**config.mk**
```make
export PLATFORM = sky130hd
export DESIGN_NAME = i_fetch
export DESIGN_NICKNAME = d
export VERILOG_FILES = /design/src/rtl/i_fetch_pkg.sv /design/src/rtl/fetch_fifo.sv /design/src/rtl/i_fetch.sv
export SDC_FILE = /design/constraint.sdc
export NUM_CORES = 1
export LEC_CHECK = 0
export ABC_AREA = 1
export CAP_MARGIN = 20
export CELL_PAD_IN_SITES_DETAIL_PLACEMENT = 0
export CELL_PAD_IN_SITES_GLOBAL_PLACEMENT = 1
export CORE_MARGIN = 4
export CORE_UTILIZATION = 44
export DETAILED_ROUTE_END_ITERATION = 8
export GPL_TIMING_DRIVEN = 0
export PLACE_DENSITY_LB_ADDON = 0.25
export SLEW_MARGIN = 20
export SYNTH_ARGS = -nofsm -noshare
export SYNTH_HDL_FRONTEND = slang
export SYNTH_SLANG_ARGS = --single-unit
```
**constraint.sdc**
```tcl
create_clock -name clk -period 12.9 [get_ports clk]
set_input_delay 1.935 -clock clk [delete_from_list [all_inputs] [get_ports clk]]
set_output_delay 1.935 -clock clk [all_outputs]
set_load 0.005 [all_outputs]
```
**src/rtl/i_fetch_pkg.sv**
```systemverilog
// Shared widths, fetch FSM encodings and PC step for the LEGv8 fetch stage.
package i_fetch_pkg;

    localparam int WORD      = 64;
    localparam int INSTR_LEN = 32;

    localparam logic [WORD-1:0] PC_INCR = 64'd4;

    typedef enum logic [1:0] {
        FETCH_IDLE    = 2'd0,
        FETCH_BUSY    = 2'd1,
        FETCH_DISCARD = 2'd2
    } fetch_state_t;

endpackage

```
**src/rtl/fetch_fifo.sv**
```systemverilog
// Prefetch FIFO holding {pc, instruction} pairs; flush empties it in one cycle.
module fetch_fifo #(
    parameter int WIDTH = 96,
    parameter int DEPTH = 2
) (
    input  logic                   clk,
    input  logic                   reset,
    input  logic                   push,
    input  logic                   pop,
    input  logic                   flush,
    input  logic [WIDTH-1:0]       wdata,
    output logic [WIDTH-1:0]       rdata,
    output logic                   full,
    output logic                   empty,
    output logic [$clog2(DEPTH):0] count
);

    localparam int PW = $clog2(DEPTH);

    logic [WIDTH-1:0] mem [DEPTH];
    logic [PW-1:0]    wr_ptr;
    logic [PW-1:0]    rd_ptr;
    logic             do_push;
    logic             do_pop;

    assign full    = (count == (PW+1)'(DEPTH));
    assign empty   = (count == '0);
    assign do_pop  = pop && !empty && !flush;
    // A pop frees the slot in the same cycle, so push at full is legal with pop.
    assign do_push = push && !flush && (!full || do_pop);
    assign rdata   = mem[rd_ptr];

    always_ff @(posedge clk) begin
        if (do_push) begin
            mem[wr_ptr] <= wdata;
        end
    end

    always_ff @(posedge clk or posedge reset) begin
        if (reset) begin
            wr_ptr <= '0;
            rd_ptr <= '0;
            count  <= '0;
        end else if (flush) begin
            wr_ptr <= '0;
            rd_ptr <= '0;
            count  <= '0;
        end else begin
            if (do_push) begin
                wr_ptr <= wr_ptr + 1'b1;
            end
            if (do_pop) begin
                rd_ptr <= rd_ptr + 1'b1;
            end
            case ({do_push, do_pop})
                2'b10:   count <= count + 1'b1;
                2'b01:   count <= count - 1'b1;
                default: count <= count;
            endcase
        end
    end

    overflow_chk: assert property (@(posedge clk) disable iff (reset)
        !(push && !flush && full && !do_pop));

endmodule

```
**src/rtl/i_fetch.sv**
```systemverilog
// LEGv8 instruction-fetch stage: PC owner, single-outstanding imem requester, prefetch buffer.
module i_fetch
    import i_fetch_pkg::*;
#(
    parameter int              FIFO_DEPTH = 2,
    parameter logic [WORD-1:0] RESET_PC   = 64'h0
) (
    input  logic                 clk,
    input  logic                 reset,
    input  logic                 stall,
    input  logic                 redirect,
    input  logic [WORD-1:0]      redirect_pc,
    output logic                 imem_req,
    output logic [WORD-1:0]      imem_addr,
    input  logic                 imem_ack,
    input  logic [INSTR_LEN-1:0] imem_rdata,
    output logic                 instr_valid,
    output logic [INSTR_LEN-1:0] instruction,
    output logic [WORD-1:0]      cur_pc_out
);

    localparam int CW = $clog2(FIFO_DEPTH) + 1;
    localparam int FW = WORD + INSTR_LEN;
    localparam logic [CW-1:0] DEPTH_C = CW'(FIFO_DEPTH);

    fetch_state_t    state;
    logic [WORD-1:0] pc;
    logic [CW-1:0]   count;
    logic            full;
    logic            empty;
    logic [FW-1:0]   head;
    logic            ack;
    logic            push;
    logic            pop;
    logic            credit_idle;
    logic            credit_after_ack;

    assign ack  = imem_ack && imem_req;
    assign push = (state == FETCH_BUSY) && ack && !redirect;
    assign pop  = !empty && !stall && !redirect;

    // Credits use this cycle's occupancy; an entry popped now frees a slot only next cycle.
    assign credit_idle      = (count < DEPTH_C);
    assign credit_after_ack = ((count + 1'b1) < DEPTH_C);

    assign instr_valid = !empty;
    assign {cur_pc_out, instruction} = empty ? '0 : head;

    fetch_fifo #(
        .WIDTH (FW),
        .DEPTH (FIFO_DEPTH)
    ) u_fifo (
        .clk   (clk),
        .reset (reset),
        .push  (push),
        .pop   (pop),
        .flush (redirect),
        .wdata ({imem_addr, imem_rdata}),
        .rdata (head),
        .full  (full),
        .empty (empty),
        .count (count)
    );

    always_ff @(posedge clk or posedge reset) begin
        if (reset) begin
            state     <= FETCH_IDLE;
            pc        <= RESET_PC;
            imem_req  <= 1'b0;
            imem_addr <= RESET_PC;
        end else if (redirect) begin
            // The flush leaves the FIFO empty, so a credit is always available here.
            pc <= redirect_pc;
            case (state)
                FETCH_IDLE: begin
                    state     <= FETCH_BUSY;
                    imem_req  <= 1'b1;
                    imem_addr <= redirect_pc;
                end
                FETCH_BUSY: begin
                    if (ack) begin
                        imem_addr <= redirect_pc;
                    end else begin
                        state <= FETCH_DISCARD;
                    end
                end
                FETCH_DISCARD: begin
                    if (ack) begin
                        state     <= FETCH_BUSY;
                        imem_addr <= redirect_pc;
                    end
                end
                default: begin
                    state    <= FETCH_IDLE;
                    imem_req <= 1'b0;
                end
            endcase
        end else begin
            case (state)
                FETCH_IDLE: begin
                    if (credit_idle) begin
                        state     <= FETCH_BUSY;
                        imem_req  <= 1'b1;
                        imem_addr <= pc;
                    end
                end
                FETCH_BUSY: begin
                    if (ack) begin
                        pc <= pc + PC_INCR;
                        if (credit_after_ack) begin
                            imem_addr <= pc + PC_INCR;
                        end else begin
                            state    <= FETCH_IDLE;
                            imem_req <= 1'b0;
                        end
                    end
                end
                FETCH_DISCARD: begin
                    if (ack) begin
                        if (credit_idle) begin
                            state     <= FETCH_BUSY;
                            imem_addr <= pc;
                        end else begin
                            state    <= FETCH_IDLE;
                            imem_req <= 1'b0;
                        end
                    end
                end
                default: begin
                    state    <= FETCH_IDLE;
                    imem_req <= 1'b0;
                end
            endcase
        end
    end

endmodule

```
==> summary.txt, run 1 <==
synthesized flop and latch total: 327
max_slew headroom: 0.204
Die Ht: 197 um
Worst EP arrival: 3.81 ns
Max Freq: 174 MHz
RePlAce Congestion: 0.932
clock skew: 0.0156 ns
core occupancy in the finished layout: 0.574
RSZ-0062 raised after global routing: no
CTS Buf Count: 37
Final Hold Viols: 0
CP Launch Type: register
hold_buf cts: 0
Post-route DRC: 0
clock latency on the worst-skew pair: 0.53 ns
CTS HTree Levels: 2
pre-CTS WS: 7.73 ns
P&R area growth vs syn: 28.9%
cells after synthesis: 1796
cell family with most CP delay: buffers and inverters
buffer and inverter count on the worst path: 6
row cnt: 69
largest family of logic cells by synthesized area: simple AND/OR/NAND/NOR gates
Synth Area in XOR/XNOR: 0.0172
maxcap violations: 0
Max Root-Sink Buffers: 3
first-pass GRT wire length: 80900 um
DRT Wirelength: 53700 um
All-Layer GR Usage: 0.269
initial antenna violation count: 0
Synth Area in Adders: 0.00556
Setup CP Type: reg2out
vias in the first global route: 13721
worst slew pin tran: 1.19 ns
post-synthesis mux area share: 0
vias: 13982
Period Utilization, post-route: 0.445
static leakage: 0.00791 uW
Core ar.: 0.0354 mm2
register area share after synthesis: 0.581
Die W: 197 um
Starting Density: 0.445
Max stage delay on crit path: 0.88 ns
input/output buffers: 262
Syn Std Cell Area: 0.0158 mm2
Post-DP Area: 0.0192 mm2
Critical-path top delay cell: clkbuf_1
VDD IR max: 0.165 mV
Yosys cell types: 39
DR pass1 iterations: 6
Sum Neg Setup Slack: 0 ns
post-cts resize count: 0
nets@finish: 2214
Compound-Gate Fraction of Synth Area: 0.122
clk root buf: clkbuf_16
clk sink count: 327
vias per cell: 5.38
simple-gate share of the synthesized area: 0.232
CP Max Fanout: 11
largest net degree at the start of global routing: 74
per-cell routed wire length: 20.7 um
Critical Path End Type: output port
CTS tree: yes
Layout Cell Area excl Fill: 0.0203 mm2
I/O pin count: 263
status: finished, final reports clean
Post-CTS Setup Bufs: 0
Power Density: 235 mW/mm2
synth warn: 0
# setup viols final: 0
Detail Route Antenna Nets: 0
share of cells above drive strength 1: 0.0553
reg2reg setup slack: 9.99 ns
Hold Crit Class: reg2reg
global route overflow: 0
Post-DP HPWL: 40200 um
Total Die Area: 0.0389 mm2
DRT iter0 DRCs: 1109
CP cell instances: clkbuf_1, buf_2, clkinv_1, buf_2, buf_1, nor2_1, nor2_1, clkdlybuf4s50_1
PnR Total Power: 4770 uW
post-route minimum period: 5.74 ns
Worst EP required: 10.97 ns
syn_nets: 1904
Max Slew Vio Count: 0
post-route setup slack: 7.16 ns
CTS clk-pin slew, worst paths: 0.06 ns
Avg Cell Area, Syn: 8.77 um2
kinds of logic after synthesis:
family,count (synthesis)
and+or+nand+nor,906
AOI/OAI and AO/OA,357
DFF,327
buffers and inverters,168
xor gates and xnor gates,31
adders and majority gates,7
Yosys cell counts:
cell,n,area share
o211ai_1,2,0.00095
ha_1,7,0.0056
nor2_4,5,0.0036
clkbuf_1,53,0.013
o22a_1,2,0.0011
nand3_1,57,0.018
nand2_2,9,0.0036
a22oi_1,14,0.0067
a31oi_1,26,0.010
xor2_1,27,0.015
xnor2_1,4,0.0022
or2_2,1,0.00040
nand2_4,2,0.0014
buf_1,13,0.0031
nand3_2,2,0.0013
o21ai_1,16,0.0051
o311ai_0,1,0.00056
o21ai_2,1,0.00056
nor2_1,453,0.11
dfrtp_1,135,0.21
nand4_1,15,0.0060
a21boi_0,7,0.0033
edfxtp_1,192,0.37
o221ai_1,1,0.00056
nand2_1,352,0.084
o211ai_2,1,0.00079
buf_2,18,0.0057
o21bai_1,1,0.00048
nor2_8,2,0.0025
clkinv_1,2,0.00048
a41oi_1,4,0.0022
a22o_1,1,0.00056
nor2_2,8,0.0032
o21ai_0,155,0.049
a21oi_1,123,0.039
o22ai_1,2,0.00079
inv_2,7,0.0017
inv_1,71,0.017
buf_4,4,0.0019
layer usage:
layer  wire length [um]  track usage  vias to the layer above
met5                  0            0                        -
met1              22700        0.364                     6771
met3               4060       0.0565                       85
li1                   -            -                     6629
met2              25500        0.443                      497
met4               1460       0.0768                        0
path summary, 6_finish.rpt:
kind                               startpoint                to  cells past startpoint
worst min-delay path                    pc[1]             pc[1]                      2
max in group asynchronous               reset     imem_addr[27]                      3
worst min register to register          pc[1]             pc[1]                      2
worst max register to register       state[1]  u_fifo.mem[0][2]                     11
worst max-delay path            u_fifo.rd_ptr    cur_pc_out[36]                      8
min in group asynchronous               reset     imem_addr[62]                      2
flip-flops by register name, summed over array words and instances, names as in the netlist:
register       flops
imem_addr         64
imem_req           1
pc                64
state              2
u_fifo.count       2
u_fifo.mem       192
u_fifo.rd_ptr      1
u_fifo.wr_ptr      1
worst register-to-register path, stage by stage (launching register included):
cell     delay, ns
dfrtp_1       0.39
inv_1         0.11
ha_1          0.14
buf_2         0.23
inv_1         0.15
nor2_2        0.24
nand2_1       0.13
a21oi_1       0.21
inv_1         0.15
nor2_4        0.38
buf_16        0.23
buf_12        0.23
final cells by class:
| class | count | area (um2) |
|---|---|---|
| antenna | 2 | 5.00 |
| buffer | 88 | 368 |
| clock buffer | 53 | 996 |
| clock inverter | 14 | 125 |
| fill | 3189 | 15100 |
| inverter | 80 | 308 |
| multi-input combinational | 1301 | 5950 |
| sequential | 327 | 9140 |
| tap | 461 | 577 |
| timing repair buffer | 271 | 2830 |
power by group:
part | internal (uW) | switching, uW
clock | 579 | 419
combinational | 890 | 1210
sequential | 1410 | 269
per-stage QoR:
| step | hold slack (ns) | std cells |
|---|---|---|
| floorplan | 0.436 | 1796 |
| global placement | 0.452 | 2519 |
| detailed placement | 0.463 | 2528 |
| CTS | 0.476 | 2595 |
| global route | 0.494 | 2595 |
| finish | 0.480 | 2597 |
layout by cell type (no fill, tap or decap), drive strengths merged, types with 2 or more instances in the layout:
cell	count
dfrtp	135
inv	80
a21boi	7
nor2	468
xor2	27
clkinvlp	2
a41oi	4
nand4	15
a21oi	123
diode	2
buf	44
xnor2	4
nand2	363
o211ai	3
nand3	59
o21ai	172
o22ai	2
a31oi	26
clkdlybuf4s50	262
a22oi	14
clkbuf	106
edfxtp	192
bufinv	2
o22a	2
ha	7
clkinv	10
Note: power is estimated with default switching activity, not from simulation.
==> inputs of run 2 (changes only) <==
Settings changed: CORE_UTILIZATION 44 to 40.
Clock period 12.9 ns to 5.8 ns, I/O delays scaled along.
==> run 2 against run 1 <==
Net effect: via count shrank 0.60%; worst hold slack got worse by 0.0028 ns; critical endpoint is now cur_pc_out[52]; routed wire length up 3.4%.
==> summary.txt, run 2 (synthesis results as in run 1) <==
buffer and inverter count on the worst path: 6
Post-DP HPWL: 41200 um
CTS Buf Count: 38
Worst EP arrival: 3.73 ns
Critical Path End Type: output port
DRT Wirelength: 55600 um
most frequent cells in the layout: nor2_1 (451), nand2_1 (352), clkdlybuf4s50_1 (262), edfxtp_1 (192), o21ai_0 (155)
worst slew pin tran: 0.954 ns
Max Slew Vio Count: 0
Starting Density: 0.406
Reg with most FFs: u_fifo.mem
Detail Route Antenna Nets: 0
Hold Crit Class: reg2reg
Period Utilization, post-route: 0.794
CTS tree: yes
Die Ht: 206 um
P&R area growth vs syn: 29.9%
Max Root-Sink Buffers: 3
clk root buf: clkbuf_16
clock latency on the worst-skew pair: 0.56 ns
CP Launch Type: register
global route overflow: 0
initial antenna violation count: 2
PnR Total Power: 10800 uW
CP cell instances: clkbuf_1, buf_2, clkinv_1, buf_2, buf_1, nor2_1, nor2_1, clkdlybuf4s50_1
Layout Cell Area excl Fill: 0.0205 mm2
RSZ-0062 raised after global routing: no
Core ar.: 0.0388 mm2
clk sink count: 327
VDD IR max: 0.274 mV
Post-route DRC: 0
Inst Count DP: 2585
Max Freq: 217 MHz
area of the multi-input gates: 0.00595 mm2
Post-DP Area: 0.0193 mm2
Largest register FFs: 192
Setup CP Type: reg2out
Die W: 206 um
area taken by flip-flops and latches: 0.00914 mm2
largest net degree at the start of global routing: 73
All-Layer GR Usage: 0.258
post-route minimum period: 4.60 ns
max_slew headroom: 0.364
Worst EP required: 4.93 ns
nets@finish: 2215
Power Density: 528 mW/mm2
maxcap violations: 0
CP Max Fanout: 10
vias in the first global route: 13527
status: finished, final reports clean
I/O pin count: 263
first-pass GRT wire length: 83000 um
DRT iter0 DRCs: 942
static leakage: 0.00796 uW
Fin Hold WS: 0.477 ns
share of cells above drive strength 1: 0.0581
Post-Layout Cell Count: 2654
CTS HTree Levels: 2
# setup viols final: 0
Max stage delay on crit path: 0.71 ns
clock skew: 0.0176 ns
vias: 13898
Critical-path top delay cell: clkbuf_1
input/output buffers: 262
RePlAce Congestion: 0.965
fill count: 3655
Post-CTS Setup Bufs: 0
row cnt: 72
DR pass1 iterations: 5
CTS clk-pin slew, worst paths: 0.06 ns
per-cell routed wire length: 20.9 um
post-cts resize count: 0
Total Die Area: 0.0426 mm2
most common cell after layout, fill and taps aside: nor2_1
hold_buf cts: 0
top flop regs: u_fifo.mem: 192 flops, imem_addr: 64 flops, pc: 64 flops
cell family with most CP delay: buffers and inverters
Final Hold Viols: 0
vias per cell: 5.24
run 2: cell types whose count changed in the layout (fill, tap and decap cells not counted):
cell,previous run,this run
clkinvlp_4,2,1
clkbuf_16,37,38
clkbuf_1,68,64
clkbuf_8,1,3
clkinv_8,0,1
diode_2,2,1
clkinv_2,2,4
clkinv_1,8,7
bufinv_16,2,3
run 2: worst paths after layout:
| path | from | cells past startpoint | slack [ns] | to |
|---|---|---|---|---|
| hold reg to reg | pc[0] | 2 | 0.48 | pc[0] |
| setup reg to reg | state[1] | 12 | 2.57 | u_fifo.mem[1][8] |
| max in group asynchronous | reset | 3 | 4.30 | imem_addr[36] |
| hold / removal | pc[0] | 2 | 0.48 | pc[0] |
| setup / recovery | u_fifo.rd_ptr | 8 | 1.20 | cur_pc_out[52] |
| min in group asynchronous | reset | 2 | 0.76 | imem_addr[7] |
run 2: worst register-to-register path, cell delays in order, from the launching register on:
cell     delay [ns]
dfrtp_1        0.39
inv_1          0.10
ha_1           0.15
buf_2          0.23
inv_1          0.16
nor2_2         0.25
nand2_1        0.11
a21oi_1        0.17
inv_1          0.14
nor2_4         0.54
buf_12         0.27
buf_16         0.23
buf_16         0.19
run 2: cell type report:
class / count / share of cell area
repair buffers: 271 / 0.138
diodes: 1 / 0.000122
multi-input cells: 1301 / 0.291
clock inverters: 16 / 0.00832
clock buffers: 52 / 0.0505
plain buffers: 88 / 0.0180
flip-flops and latches: 327 / 0.447
inverters: 80 / 0.0150
well taps: 518 / 0.0317
run 2: metal layers:
metal	track usage	vias up	wire length (um)
met5	0	-	0
met1	0.351	6706	24100
met2	0.418	477	25900
li1	-	6635	-
met4	0.0739	0	1440
met3	0.0543	80	4130
run 2: where the power goes:
group	internal [uW]	switching (uW)	total [uW]
Sequential	3140	600	3740
Clock	1390	960	2350
Combinational	1980	2730	4710
Total	6500	4290	10800
run 2: through the flow:
| step | setup slack (ns) | utilization | TNS, ns |
|---|---|---|---|
| 3_5_place_dp | 1.64 | 0.496 | 0 |
| 4_1_cts | 1.04 | 0.527 | 0 |
| 5_1_grt | 0.935 | 0.527 | 0 |
| 3_3_place_gp | -3.62 | 0.490 | -846.27 |
| 6_report | 1.20 | 0.527 | 0 |
| 2_1_floorplan | -0.172 | - | -32.97 |
==> inputs of run 3 (changes only) <==
Clock period 5.8 ns to 4.5 ns, I/O delays scaled along.
==> run 3 against run 2 <==
Net effect: total power increased by 29%; clock-buffer cell count is the same; sequential power rose by 29%; non-clock buffer count down 1; routed wire length fell by 0.19%; via count decreased by 0.47%; final cell count barely moved; highest routed layer unchanged.
==> summary.txt, run 3 (synthesis results as in run 1) <==
Largest register FFs: 192
DR pass1 iterations: 5
P&R area growth vs syn: 29.9%
Setup CP Type: reg2out
top flop regs: u_fifo.mem: 192 flops, imem_addr: 64 flops, pc: 64 flops
vias in the first global route: 13522
Inst Count DP: 2585
maxcap violations: 0
vias per cell: 5.21
per-cell routed wire length: 20.9 um
Post-DP Area: 0.0193 mm2
post-route minimum period: 4.22 ns
Worst EP arrival: 3.55 ns
VDD IR max: 0.353 mV
vias: 13833
Total Die Area: 0.0426 mm2
most frequent cells in the layout: nor2_1 (451), nand2_1 (352), clkdlybuf4s50_1 (262), edfxtp_1 (192), o21ai_0 (155)
RePlAce Congestion: 0.965
clk sink count: 327
Detail Route Antenna Nets: 0
DRT iter0 DRCs: 923
Period Utilization, post-route: 0.938
CTS tree: yes
largest net degree at the start of global routing: 73
Core ar.: 0.0388 mm2
Hold Crit Class: reg2reg
Max Root-Sink Buffers: 3
Starting Density: 0.406
CTS HTree Levels: 2
clock skew: 0.0177 ns
CP Max Fanout: 10
Post-DP HPWL: 41200 um
Power Density: 680 mW/mm2
input/output buffers: 262
CTS Buf Count: 38
static leakage: 0.00796 uW
worst slew pin tran: 0.970 ns
All-Layer GR Usage: 0.258
Final Hold Viols: 0
core occupancy in the finished layout: 0.527
post-route setup slack: 0.277 ns
status: finished, final reports clean
row cnt: 72
global route overflow: 0
Max Freq: 237 MHz
CP Launch Type: register
Post-Layout Cell Count: 2653
share of cells above drive strength 1: 0.0586
pre-CTS WS: 0.540 ns
first-pass GRT wire length: 83000 um
Layout Cell Area excl Fill: 0.0205 mm2
initial antenna violation count: 2
Die W: 206 um
max_slew headroom: 0.353
clk root buf: clkbuf_16
# setup viols final: 0
I/O pin count: 263
clock latency on the worst-skew pair: 0.56 ns
most common cell after layout, fill and taps aside: nor2_1
DRT Wirelength: 55400 um
Post-CTS Setup Bufs: 0
Post-route DRC: 0
Max Slew Vio Count: 0
RSZ-0062 raised after global routing: no
Reg with most FFs: u_fifo.mem
Critical Path End Type: output port
Fin Hold WS: 0.477 ns
CTS clk-pin slew, worst paths: 0.06 ns
Die Ht: 206 um
nets@finish: 2214
Worst EP required: 3.83 ns
run 3: cell types whose count changed in the layout (fill, tap and decap cells not counted):
cell and change:
clkbuf_1 -2, clkbuf_2 +1
run 3: critical path, cell delays in order, from the launching register on:
cell and delay [ns]:
dfrtp_1 0.37, inv_1 0.09, ha_1 0.21, inv_1 0.43, clkbuf_1 0.50, clkbuf_1 0.48
o21ai_0 0.22, nor2_1 0.16, clkdlybuf4s50_1 0.52
run 3: where the power goes:
group | internal, uW | switching [uW]
Clock | 1790 | 1230
Sequential | 4040 | 787
Combinational | 2550 | 3510
Total | 8380 | 5530
run 3: worst paths after layout:
check                                   end            start  slack [ns]  cells after the start
setup / recovery             cur_pc_out[56]  u_fifo.count[1]        0.28                      8
max in group asynchronous     imem_addr[36]            reset        3.17                      3
min in group asynchronous      imem_addr[7]            reset        0.58                      2
hold / removal                        pc[0]            pc[0]        0.48                      2
hold reg to reg                       pc[0]            pc[0]        0.48                      2
setup reg to reg           u_fifo.mem[1][8]         state[1]        1.27                     12
run 3: cell type report:
cell class,count,area (um2)
Buffer,87,365
Antenna cell,1,2.50
Clock inverter,16,170
Timing Repair Buffer,271,2830
Multi-Input combinational cell,1301,5950
Tap cell,518,648
Fill cell,3657,18400
Clock buffer,52,1030
Inverter,80,308
Sequential cell,327,9140
run 3: metrics by stage:
step	power [uW]	setup TNS, ns
final	13900	0
after global routing	14900	0
after CTS	14000	0
after detailed placement	10900	0
after global placement	10900	-1207.60
after floorplan	7820	-260.28
run 3: metal layers:
layer / share of wire / up-vias / GRT usage
li1: - / 6641 / -
met1: 0.43 / 6663 / 0.351
met2: 0.47 / 446 / 0.418
met3: 0.071 / 83 / 0.0543
met4: 0.028 / 0 / 0.0741
met5: 0 / - / 0
run 3: repair_timing:
item                                    CTS  global route
gates resized for setup                   0             2
cloned                                    0             0
endpoints found under the setup margin   10             1
hold buffers                              0             0
==> variant (config.mk and constraints of run 1) <==
Make the reset (`reset`) synchronous in 2 clocked blocks.
--- a/src/rtl/fetch_fifo.sv
+++ b/src/rtl/fetch_fifo.sv
@@ -36,7 +36,7 @@
         end
     end
 
-    always_ff @(posedge clk or posedge reset) begin
+    always_ff @(posedge clk) begin
         if (reset) begin
             wr_ptr <= '0;
             rd_ptr <= '0;
--- a/src/rtl/i_fetch.sv
+++ b/src/rtl/i_fetch.sv
@@ -62,7 +62,7 @@
         .count (count)
     );
 
-    always_ff @(posedge clk or posedge reset) begin
+    always_ff @(posedge clk) begin
         if (reset) begin
             state     <= FETCH_IDLE;
             pc        <= RESET_PC;
Check against the original RTL: not settled (the Yosys comparison gave no result); the edit may change what the design does.
==> variant against run 1 <==
- sequential share of layout area decreased by 2.7 points
- utilization increased by 0.66 points
- sequential cell count increased by 1
- synthesized area decreased by 2.1%
- cell area decreased by 1.3%
- routed wire length increased by 4.9%
- worst setup slack improved by 0.27 ns
- critical path type unchanged
- highest routed layer unchanged
Power is not compared: it rests on default switching activity, and its combinational part moved more than twofold at a synthesized area within 25%.
==> variant: results (changes against run 1) <==
metric,value,unit,change
outcome,completed,,
Post-DP HPWL,42610,um,+6.0%
first-pass GRT wire length,82900,um,+2.5%
H-tree levels,2,,unchanged
largest net degree at the start of global routing,24,,-68%
biggest regs,"u_fifo.mem: 192 flops, imem_addr: 64 flops, pc: 64 flops",,
number of inserted diodes,0,,-2
gpl congestion,0.9658,,+3.6%
CTS buffer count,37,,unchanged
Worst slew margin,0.3160,,+0.1117
met2 wire len,25450,um,-0.34%
WL met3,4301,um,+6.0%
WL met1,25140,um,+11%
worst skew pair latency,0.53,ns,about the same
Crit-path slowest cell,clkdlybuf4s50_1,,
Post-CTS Setup Inserts,0,,unchanged
initial drt markers,1209,,+9.0%
"Seq/Total Area, Yosys",0.5507,,-0.02981
post-synthesis mux area share,0.001299,,+0.001299
total number of vias,14160,,+1.3%
layout net count,2259,,+2.0%
Netlist cell types,37,,-5.1%
Synth Flop Type,edfxtp_1,,
Fin Clk Skew,0.01710,ns,+0.001468 ns
gr usage total,0.2838,,+0.01457
CP max FO,10,,-1
vias in the first global route,13260,,-3.4%
xor-xnor portion of the synthesized cell area,0.01875,,+0.001514
Post-Syn Nets,1951,,+2.5%
asr flop ratio synth,0,,-0.4128
"CTS clk-pin slew, worst paths",0.06,ns,about the same
dpl ws,7.954,ns,+0.2284 ns
complex-gate fraction of the synthesized area,0.1441,,+0.02176
WL final,56360,um,+4.9%
Crit path largest cell delay,0.55,ns,-0.33 ns
synth top area cells,"edfxtp_1 (37%), dfxtp_1 (18%), nor2_1 (9.3%)",,
layout cell share with drive strength beyond 1,0.06700,,+0.01171
area share of fa/ha/maj cells after synthesis,0.006495,,+0.0009337
Worst EP arrival,3.53,ns,-0.28 ns
"EDFF count, synth",192,,unchanged
number of port buffers,261,,-0.38%
post_cts resized,0,,unchanged
Yosys warnings,0,,unchanged
TritonRoute pass-1 iters,5,,-1
Commonest cells post-synth,"nor2_1 (383), nand2_1 (359), o21ai_0 (239), edfxtp_1 (192), dfxtp_1 (136)",,
antenna violations before repair,1,,+1
static leakage,0.007478,uW,
variant: changes by cell type in the layout (fill, tap and decap cells not counted), sizes merged, moves of 11 or more:
| cell | run 1 | this run |
|---|---|---|
| a22oi | 14 | 0 |
| inv | 80 | 116 |
| nand2 | 363 | 381 |
| dfrtp | 135 | 0 |
| a31oi | 26 | 15 |
| a21oi | 123 | 112 |
| dfxtp | 0 | 136 |
| nor2 | 468 | 400 |
| nand3 | 59 | 43 |
| o21ai | 172 | 261 |
variant: path summary, 6_finish.rpt:
check                           cells past startpoint            start          endpoint  slack, ns
worst max register to register                     10  u_fifo.count[1]  u_fifo.mem[1][4]       9.89
worst min register to register                      2    u_fifo.rd_ptr     u_fifo.rd_ptr       0.48
worst min-delay path                                2    u_fifo.rd_ptr     u_fifo.rd_ptr       0.48
worst max-delay path                                8  u_fifo.count[1]    cur_pc_out[41]       7.43
variant: final cells by class:
cell class	count	area [sq um]
buffer	92	389.1
multi-input combinational	1306	6115
clock buffer	53	1059
tap	455	569.3
fill	3113	14500
sequential	328	8488
clock inverter	15	181.4
inverter	116	435.4
timing repair buffer	269	2810
variant: stage by stage:
stage	power, uW	instance area [sq um]	std cells
CTS	3301	20050	2634
global placement	2227	18590	2558
detailed placement	2237	18810	2566
floorplan	1778	15410	1842
finish	3301	20050	2634
global route	3442	20050	2634
variant: routing by layer:
metal | vias to the layer above | GRT usage
li1 | 6770 | -
met1 | 6727 | 0.4097
met2 | 581 | 0.4486
met3 | 82 | 0.04589
met4 | 0 | 0.07448
met5 | - | 0
variant: critical path: cells and delay by family (launching register included):
| family | cells | cell delay, ns |
|---|---|---|
| compound gates | 1 | 0.21 |
| flops | 1 | 0.38 |
| simple gates | 1 | 0.18 |
| buf+inv | 5 | 2.01 |
| fa+ha+maj | 1 | 0.21 |
